`src/rtl/clz_share_ctrl_pkg.sv`:
```
// Shared encodings and helpers for the CLZ/CLO sharing controller.
// Holds the FSM state and op codes plus the fixed count range of my_clz.
package clz_share_ctrl_pkg;

  localparam int CLZ_WIDTH = 32;
  localparam int CLZ_MAX   = 32;

  // 2'd3 is left unnamed on purpose; the FSM treats it as a fault and returns to IDLE.
  typedef enum logic [1:0] {
    IDLE = 2'd0,
    CALC = 2'd1,
    RESP = 2'd2
  } state_t;

  typedef enum logic {
    OP_CLZ = 1'b0,
    OP_CLO = 1'b1
  } op_t;

  // Counting leading ones is counting leading zeros of the inverted word.
  function automatic logic [CLZ_WIDTH-1:0] prep_operand(input op_t op,
                                                        input logic [CLZ_WIDTH-1:0] data);
    return (op == OP_CLO) ? ~data : data;
  endfunction

endpackage

```
`src/rtl/my_clz.sv`:
```
// Combinational 32-bit leading-zero counter; an all-zero input yields CLZ_MAX.
module my_clz
  import clz_share_ctrl_pkg::*;
(
  input  logic [CLZ_WIDTH-1:0] a,
  output logic [CLZ_WIDTH-1:0] cnt
);

  // NOTE: give every always_comb output a value before any condition, otherwise a latch is inferred.
  always_comb begin
    cnt = CLZ_WIDTH'(CLZ_MAX);
    // Scanning upward lets the highest set bit overwrite any lower one.
    for (int i = 0; i < CLZ_WIDTH; i++) begin
      if (a[i]) cnt = CLZ_WIDTH'(CLZ_WIDTH - 1 - i);
    end
  end

endmodule

```
`src/rtl/clz_share_ctrl.sv`:
```
// Arbitrates two requesters onto one shared my_clz and sequences IDLE -> CALC -> RESP,
// returning the count with a one-cycle done pulse to the granted requester.
module clz_share_ctrl
  import clz_share_ctrl_pkg::*;
#(
  parameter bit RR_EN = 1'b1,
  parameter int WIDTH = 32
) (
  input  logic             clk,
  input  logic             rst,
  input  logic             req0_i,
  input  logic             op0_i,
  input  logic [WIDTH-1:0] data0_i,
  input  logic             req1_i,
  input  logic             op1_i,
  input  logic [WIDTH-1:0] data1_i,
  output logic             done0_o,
  output logic             done1_o,
  output logic [WIDTH-1:0] result_o,
  output logic             busy_o
);

  state_t           state;
  logic             last_grant;
  logic             gid_q;
  logic [WIDTH-1:0] op_q;

  logic             grant;
  op_t              sel_op;
  logic [WIDTH-1:0] sel_data;
  logic [WIDTH-1:0] clz_cnt;

  // Contention goes to whoever was not served last (round robin) or always to requester 0.
  always_comb begin
    grant = 1'b0;
    if (req0_i && req1_i) begin
      grant = RR_EN ? ~last_grant : 1'b0;
    end else if (req1_i) begin
      grant = 1'b1;
    end
  end

  assign sel_op   = grant ? op_t'(op1_i) : op_t'(op0_i);
  assign sel_data = grant ? data1_i : data0_i;

  my_clz u_clz (
    .a   (op_q),
    .cnt (clz_cnt)
  );

  // NOTE: sequential state uses non-blocking assignments so every register samples pre-edge values.
  always_ff @(posedge clk) begin
    if (rst) begin
      state      <= IDLE;
      done0_o    <= 1'b0;
      done1_o    <= 1'b0;
      result_o   <= '0;
      busy_o     <= 1'b0;
      last_grant <= 1'b1;
      gid_q      <= 1'b0;
      // NOTE: op_q is pure datapath, always written before it is consumed, so it carries no reset.
    end else begin
      done0_o <= 1'b0;
      done1_o <= 1'b0;
      case (state)
        IDLE: begin
          if (req0_i || req1_i) begin
            op_q   <= prep_operand(sel_op, sel_data);
            gid_q  <= grant;
            state  <= CALC;
            busy_o <= 1'b1;
          end
        end
        CALC: begin
          // Done is launched here so it is registered and lines up with the new result in RESP.
          result_o <= clz_cnt;
          done0_o  <= ~gid_q;
          done1_o  <= gid_q;
          state    <= RESP;
          busy_o   <= 1'b1;
        end
        RESP: begin
          last_grant <= gid_q;
          state      <= IDLE;
          busy_o     <= 1'b0;
        end
        default: begin
          state  <= IDLE;
          busy_o <= 1'b0;
        end
      endcase
    end
  end

endmodule

```
`config.mk`:
```
export PLATFORM = sky130hd
export DESIGN_NAME = clz_share_ctrl
export DESIGN_NICKNAME = d
export VERILOG_FILES = /design/src/rtl/clz_share_ctrl_pkg.sv /design/src/rtl/my_clz.sv /design/src/rtl/clz_share_ctrl.sv
export SDC_FILE = /design/constraint.sdc
export NUM_CORES = 1
export LEC_CHECK = 0
export ABC_CLOCK_PERIOD_IN_PS = 7200
export BUFFER_PORTS_ARGS = -buffer_cell sky130_fd_sc_hd__buf_2
export CAP_MARGIN = 0
export CORE_MARGIN = 2
export CORE_UTILIZATION = 40
export DETAILED_ROUTE_END_ITERATION = 10
export GPL_TIMING_DRIVEN = 0
export PLACE_DENSITY = 0.65
export SLEW_MARGIN = 20
export SYNTH_ARGS = -nofsm -noshare
export SYNTH_HDL_FRONTEND = slang
export SYNTH_HIERARCHICAL = 1
export SYNTH_SLANG_ARGS = --single-unit
```
`constraint.sdc`:
```
create_clock -name clk -period 7.2 [get_ports clk]
set_clock_uncertainty 0.1 [all_clocks]
set_input_delay 0.72 -clock clk [delete_from_list [all_inputs] [get_ports clk]]
set_output_delay 0.72 -clock clk [all_outputs]
set_load 0.01 [all_outputs]
```
## Word level (Yosys, flattened, before mapping)

Index checks and enable logic that the tools add are counted.

| storage, ports and cells | value |
|---|---|
| output and inout port bits | 35 |
| register bits | 71 |

| cells by class | value |
|---|---|
| equal/unequal tests | 3 |
| reductions and logical operators | 6 |
| bitwise operators | 5 |
| muxes and demuxes | 41 |

Operators with widths:

| kind | count |
|---|---|
| 2-to-1 mux 6 bit | 32 |
| 2-to-1 mux 32 bit | 2 |
| NOT 32 bit | 1 |
| 2-to-1 mux 1 bit | 4 |
| NOT 1 bit | 4 |
| case mux 2 bit (2 select lines) | 1 |
| AND reduction 3 bit | 1 |
| == test 2 x 1 -> 1 bit, second input constant | 1 |
| == test 2 bit, second input constant | 1 |
| logical NOT 2 bit | 1 |
| 2-to-1 mux 2 bit | 1 |
| != test 2 bit, second input constant | 1 |
| case mux 1 bit (2 select lines) | 1 |
| AND reduction 2 bit | 1 |
| OR reduction 2 bit | 1 |
| logical AND 1 bit | 1 |
| logical OR 1 bit | 1 |

## Logic depth before layout (Yosys ltp)

| logic depth | value |
|---|---|
| depth in word-level cells | 32 |
| depth in mapped cells | 7 |

## Modules after synthesis

Netlist, hierarchy kept.

Modules (own cells, without submodules):

| module | times used | area an instance (um^2) | cells an instance | sequential area each (um^2) |
|---|---|---|---|---|
| clz_share_ctrl | 1 | 3,402.0 | 340 | 1,741.7 |
| my_clz | 1 | 566.8 | 92 | 0.0 |

## Worst setup path before layout

No wires, ideal clock.

| timing | value |
|---|---|
| kind | input-to-reg |
| from | input port rst |
| to | register op_q[0], enable pin |
| stages | 2 |
| path slack | 4.386 ns |
| arrival time | 2.293 ns |
| cells stage by stage | buf_2 -> nor2_1 |

| on the way | value |
|---|---|
| longest elaborated chain between the ends | 2 |

RTL lines:

| what | line | text |
|---|---|---|
| from (decl) | clz_share_ctrl.sv:10 | `input logic rst,` |
| NOT 1 bit (no line) | -- |  |
| AND reduction 3 bit (no line) | -- |  |
| to (signal assigned) | clz_share_ctrl.sv:68 | `op_q <= prep_operand(sel_op, sel_data);` |
| to (decl) | clz_share_ctrl.sv:26 | `logic [WIDTH-1:0] op_q;` |

No other way between the ends.
A chain may end at the register's enable or synchronous reset.

## Worst setup path after layout

| timing | value |
|---|---|
| from | register op_q[3] |
| to | register result_o[0] |

| on the way | value |
|---|---|
| longest elaborated chain between the ends | 29 |

RTL lines:

| what | line | text |
|---|---|---|
| 2-to-1 mux 6 bit (29 in a row) | my_clz.sv:14 | `if (a[i]) cnt = CLZ_WIDTH'(CLZ_WIDTH - 1 - i);` |
| via clz_cnt[0] | clz_share_ctrl.sv:31 | `logic [WIDTH-1:0] clz_cnt;` |
| to (signal assigned) | clz_share_ctrl.sv:76 | `result_o <= clz_cnt;` |
| to (decl) | clz_share_ctrl.sv:19 | `output logic [WIDTH-1:0] result_o,` |

The timed path passes the listed nets, and every way through them passes these cells.

==> impl_metrics.py <==
metrics = {
    "final_layout": {
        "fin_area_sq_mm": 0.00502,
        "nets": 641,
        "layout-drive-gt1-share_pct": 35.2,
        "antenna_cells": 0,
        "area_delta_synth_final_pct": 26.4,
    },
    "placement": {
        "place_area_sq_mm": 0.00477,
        "gp_congestion": 0.844,
        "io_buffers": 102,
        "hpwl_um": 6150,
    },
    "sta": {
        "slew_violations": 0,
        "whs_ns": 0.363,
        "layout_min_cycle_time_ns": 1.92,
        "worst_pin_slew_ns": 0.566,
        "slew-limit-headroom_pct": 61.9,
        "rsz0062_at_grt": "no",
        "setup_viol": 0,
        "tns_ns": 0,
        "fin_crit_sh_pct": 26.7,
        "fmax_mhz": 520,
        "hold_viol": 0,
    },
    "drt": {
        "routedWlPerCell_um": 11.2,
        "via_per_inst": 4.40,
        "dr.pass1.iters": 4,
        "drcViolationCount": 0,
        "drt-initial-drc-count": 116,
        "postRouteAntennaNets": 0,
        "routed_wl_um": 7960,
        "num_vias": 3123,
    },
    "clock_tree": {
        "ctsHoldBuffers": 0,
        "clock_path_buffers": 2,
        "post_cts_resized": 0,
        "clk_pin_slew_worst_paths_ns": 0.08,
        "cts.sinks": 71,
        "cts_setup_buffers": 0,
        "cts_root_buf": "clkbuf_8",
        "htreeDepth": 3,
        "clock_latency_ns": 0.34,
        "cts_buffers": 9,
        "cts_tree": "yes",
    },
    "logic_synthesis": {
        "async_flop_share_pct": 0,
        "synth.avg_cell_area_sq_um": 9.19,
        "synth_edf_count": 32,
        "synth-seq-area-share_pct": 43.9,
        "synth_top_family_by_area": "compound AO/OA/AOI/OAI gates",
        "yosys_register_bits": 71,
        "yosysWarnings": 6,
        "synthAdderAreaFrac_pct": 0,
        "muxShareOfSynthArea_pct": 0,
        "syn_inst": 432,
        "synth_xor_area_share_pct": 14.1,
        "synth-compound-area-share_pct": 15.6,
        "synthSimpleGateAreaFrac_pct": 15.6,
        "synth.cell_area_sq_mm": 0.00397,
        "synth_cell_types": 38,
        "ys.flop_type": "dfxtp_1",
    },
    "grt": {
        "grt_max_degree": 22,
        "grt_pass1_wl_um": 13400,
        "antenna_found_initial": 0,
        "grt_pass1_vias": 2913,
        "track_usage_pct": 15.2,
        "met1_usage_pct": 19.9,
        "grtUsageMet3_pct": 3.90,
        "grt_overflow": 0,
        "grt_use_met2_pct": 24.6,
        "grt_busiest_layer": "met2",
    },
    "floorplanning": {
        "initial_core_util_pct": 41.0,
        "ioPinCount": 105,
        "die_h_um": 104,
        "die_area_sq_mm": 0.0107,
        "core-area_sq_mm": 0.00968,
        "fp.dieW_um": 104,
        "rows": 36,
    },
    "critical_path": {
        "cp_data_arrival_time_ns": 2.10,
        "reg2regPathDepth": 7,
        "crit_required_ns": 7.38,
        "cp_max_fo": 5,
        "crit_type": "flop to flop",
        "start_kind": "flop",
        "cp-end-kind": "flop",
    },
    "worst_hold_path": {
        "hold_depth": 2,
        "hp-class": "flop to flop",
    },
    "power_and_ir_drop": {
        "power.density_mw_per_mm2": 209,
        "p_leak_nw": 2.10,
        "ir_drop_v": 0.000108,
    },
    "job": {
        "cap_violations": 0,
    },
    "outcome": {
        "outcome": "completed",
    },
}
state kept, by name, indices dropped and copies added, names as in the netlist:
register,count
op_q,32
result_o,32
state,2
busy_o,1
done0_o,1
done1_o,1
gid_q,1
last_grant,1
power by group:
part | switching [mW] | internal (mW) | total (mW)
registers | 0.0197 | 0.456 | 0.476
clock network | 0.155 | 0.231 | 0.386
logic | 0.0957 | 0.0895 | 0.185
cell usage after synthesis, drive strengths merged, types with 2 or more instances:
master / instances / area [sq um]
nor3: 8 / 40.0
inv: 6 / 22.5
a21boi: 2 / 18.8
or4: 4 / 33.8
and2: 2 / 12.5
nor4: 10 / 62.6
xor2: 32 / 280
a2111oi: 2 / 17.5
dfxtp: 39 / 781
xnor2: 32 / 280
a21oi: 40 / 309
o31ai: 4 / 30.0
nor2b: 4 / 25.0
o21ai: 36 / 180
nor2: 13 / 48.8
edfxtp: 32 / 961
buf: 51 / 388
nand2: 101 / 379
clkbuf: 2 / 11.3
critical path, stage by stage (launching register included):
cell and delay, ns:
edfxtp_1 0.44, nor3b_1 0.22, nor3_1 0.07, o31ai_1 0.31
o2111ai_1 0.16, a221oi_1 0.33, nand2_1 0.11, a21oi_2 0.12
worst paths after layout:
check	from	to	slack (ns)
worst max register to register	op_q[3]	result_o[0]	5.28
worst min-delay path	result_o[10]	result_o[10]	0.36
worst max-delay path	op_q[3]	result_o[0]	5.28
worst min register to register	result_o[10]	result_o[10]	0.36
cell families (layout without fill, tap and decap cells):
group / after synthesis / in the layout
compound gates: 92 / 92
xor+xnor: 64 / 64
buf+inv: 59 / 178
flops: 71 / 71
other cells: 1 / 26
simple gates: 145 / 145
layout by cell type, fill, tap and decap left out, drive strengths merged, types with 2 or more instances in the layout:
cell     count
dfxtp       39
clkbuf      11
edfxtp      32
a2111oi      2
nor3         8
and2         2
nand2      101
buf        154
nor2        13
a21oi       40
nor2b        4
inv          8
conb        26
xor2        32
o31ai        4
o21ai       36
xnor2       32
bufinv       3
or4          4
a21boi       2
nor4        10
routing by layer:
metal	share of wire [%]	vias up
met1	47	1345
li1	-	1674
met3	4.8	11
met2	46	93
met5	0	-
met4	1.9	0
stage by stage:
step | total power [mW] | worst slack [ns] | cells | util (%)
after floorplan | 0.610 | 4.39 | 457 | -
after global placement | 0.664 | 3.85 | 692 | 48.9
after detailed placement | 0.671 | 5.13 | 693 | 49.3
after CTS | 1.06 | 5.32 | 709 | 51.8
after global routing | 1.10 | 5.10 | 709 | 51.8
final | 1.05 | 5.28 | 709 | 51.8
cell type report:
class | instances | area [sq um]
well taps | 133 | 166
inverters | 6 | 22.5
repair buffers | 103 | 538
flip-flops and latches | 71 | 1740
fillers | 905 | 4670
clock inverters | 7 | 119
multi-input cells | 327 | 1910
plain buffers | 53 | 399
clock buffers | 9 | 124
Power figures use the tool's default switching activity.
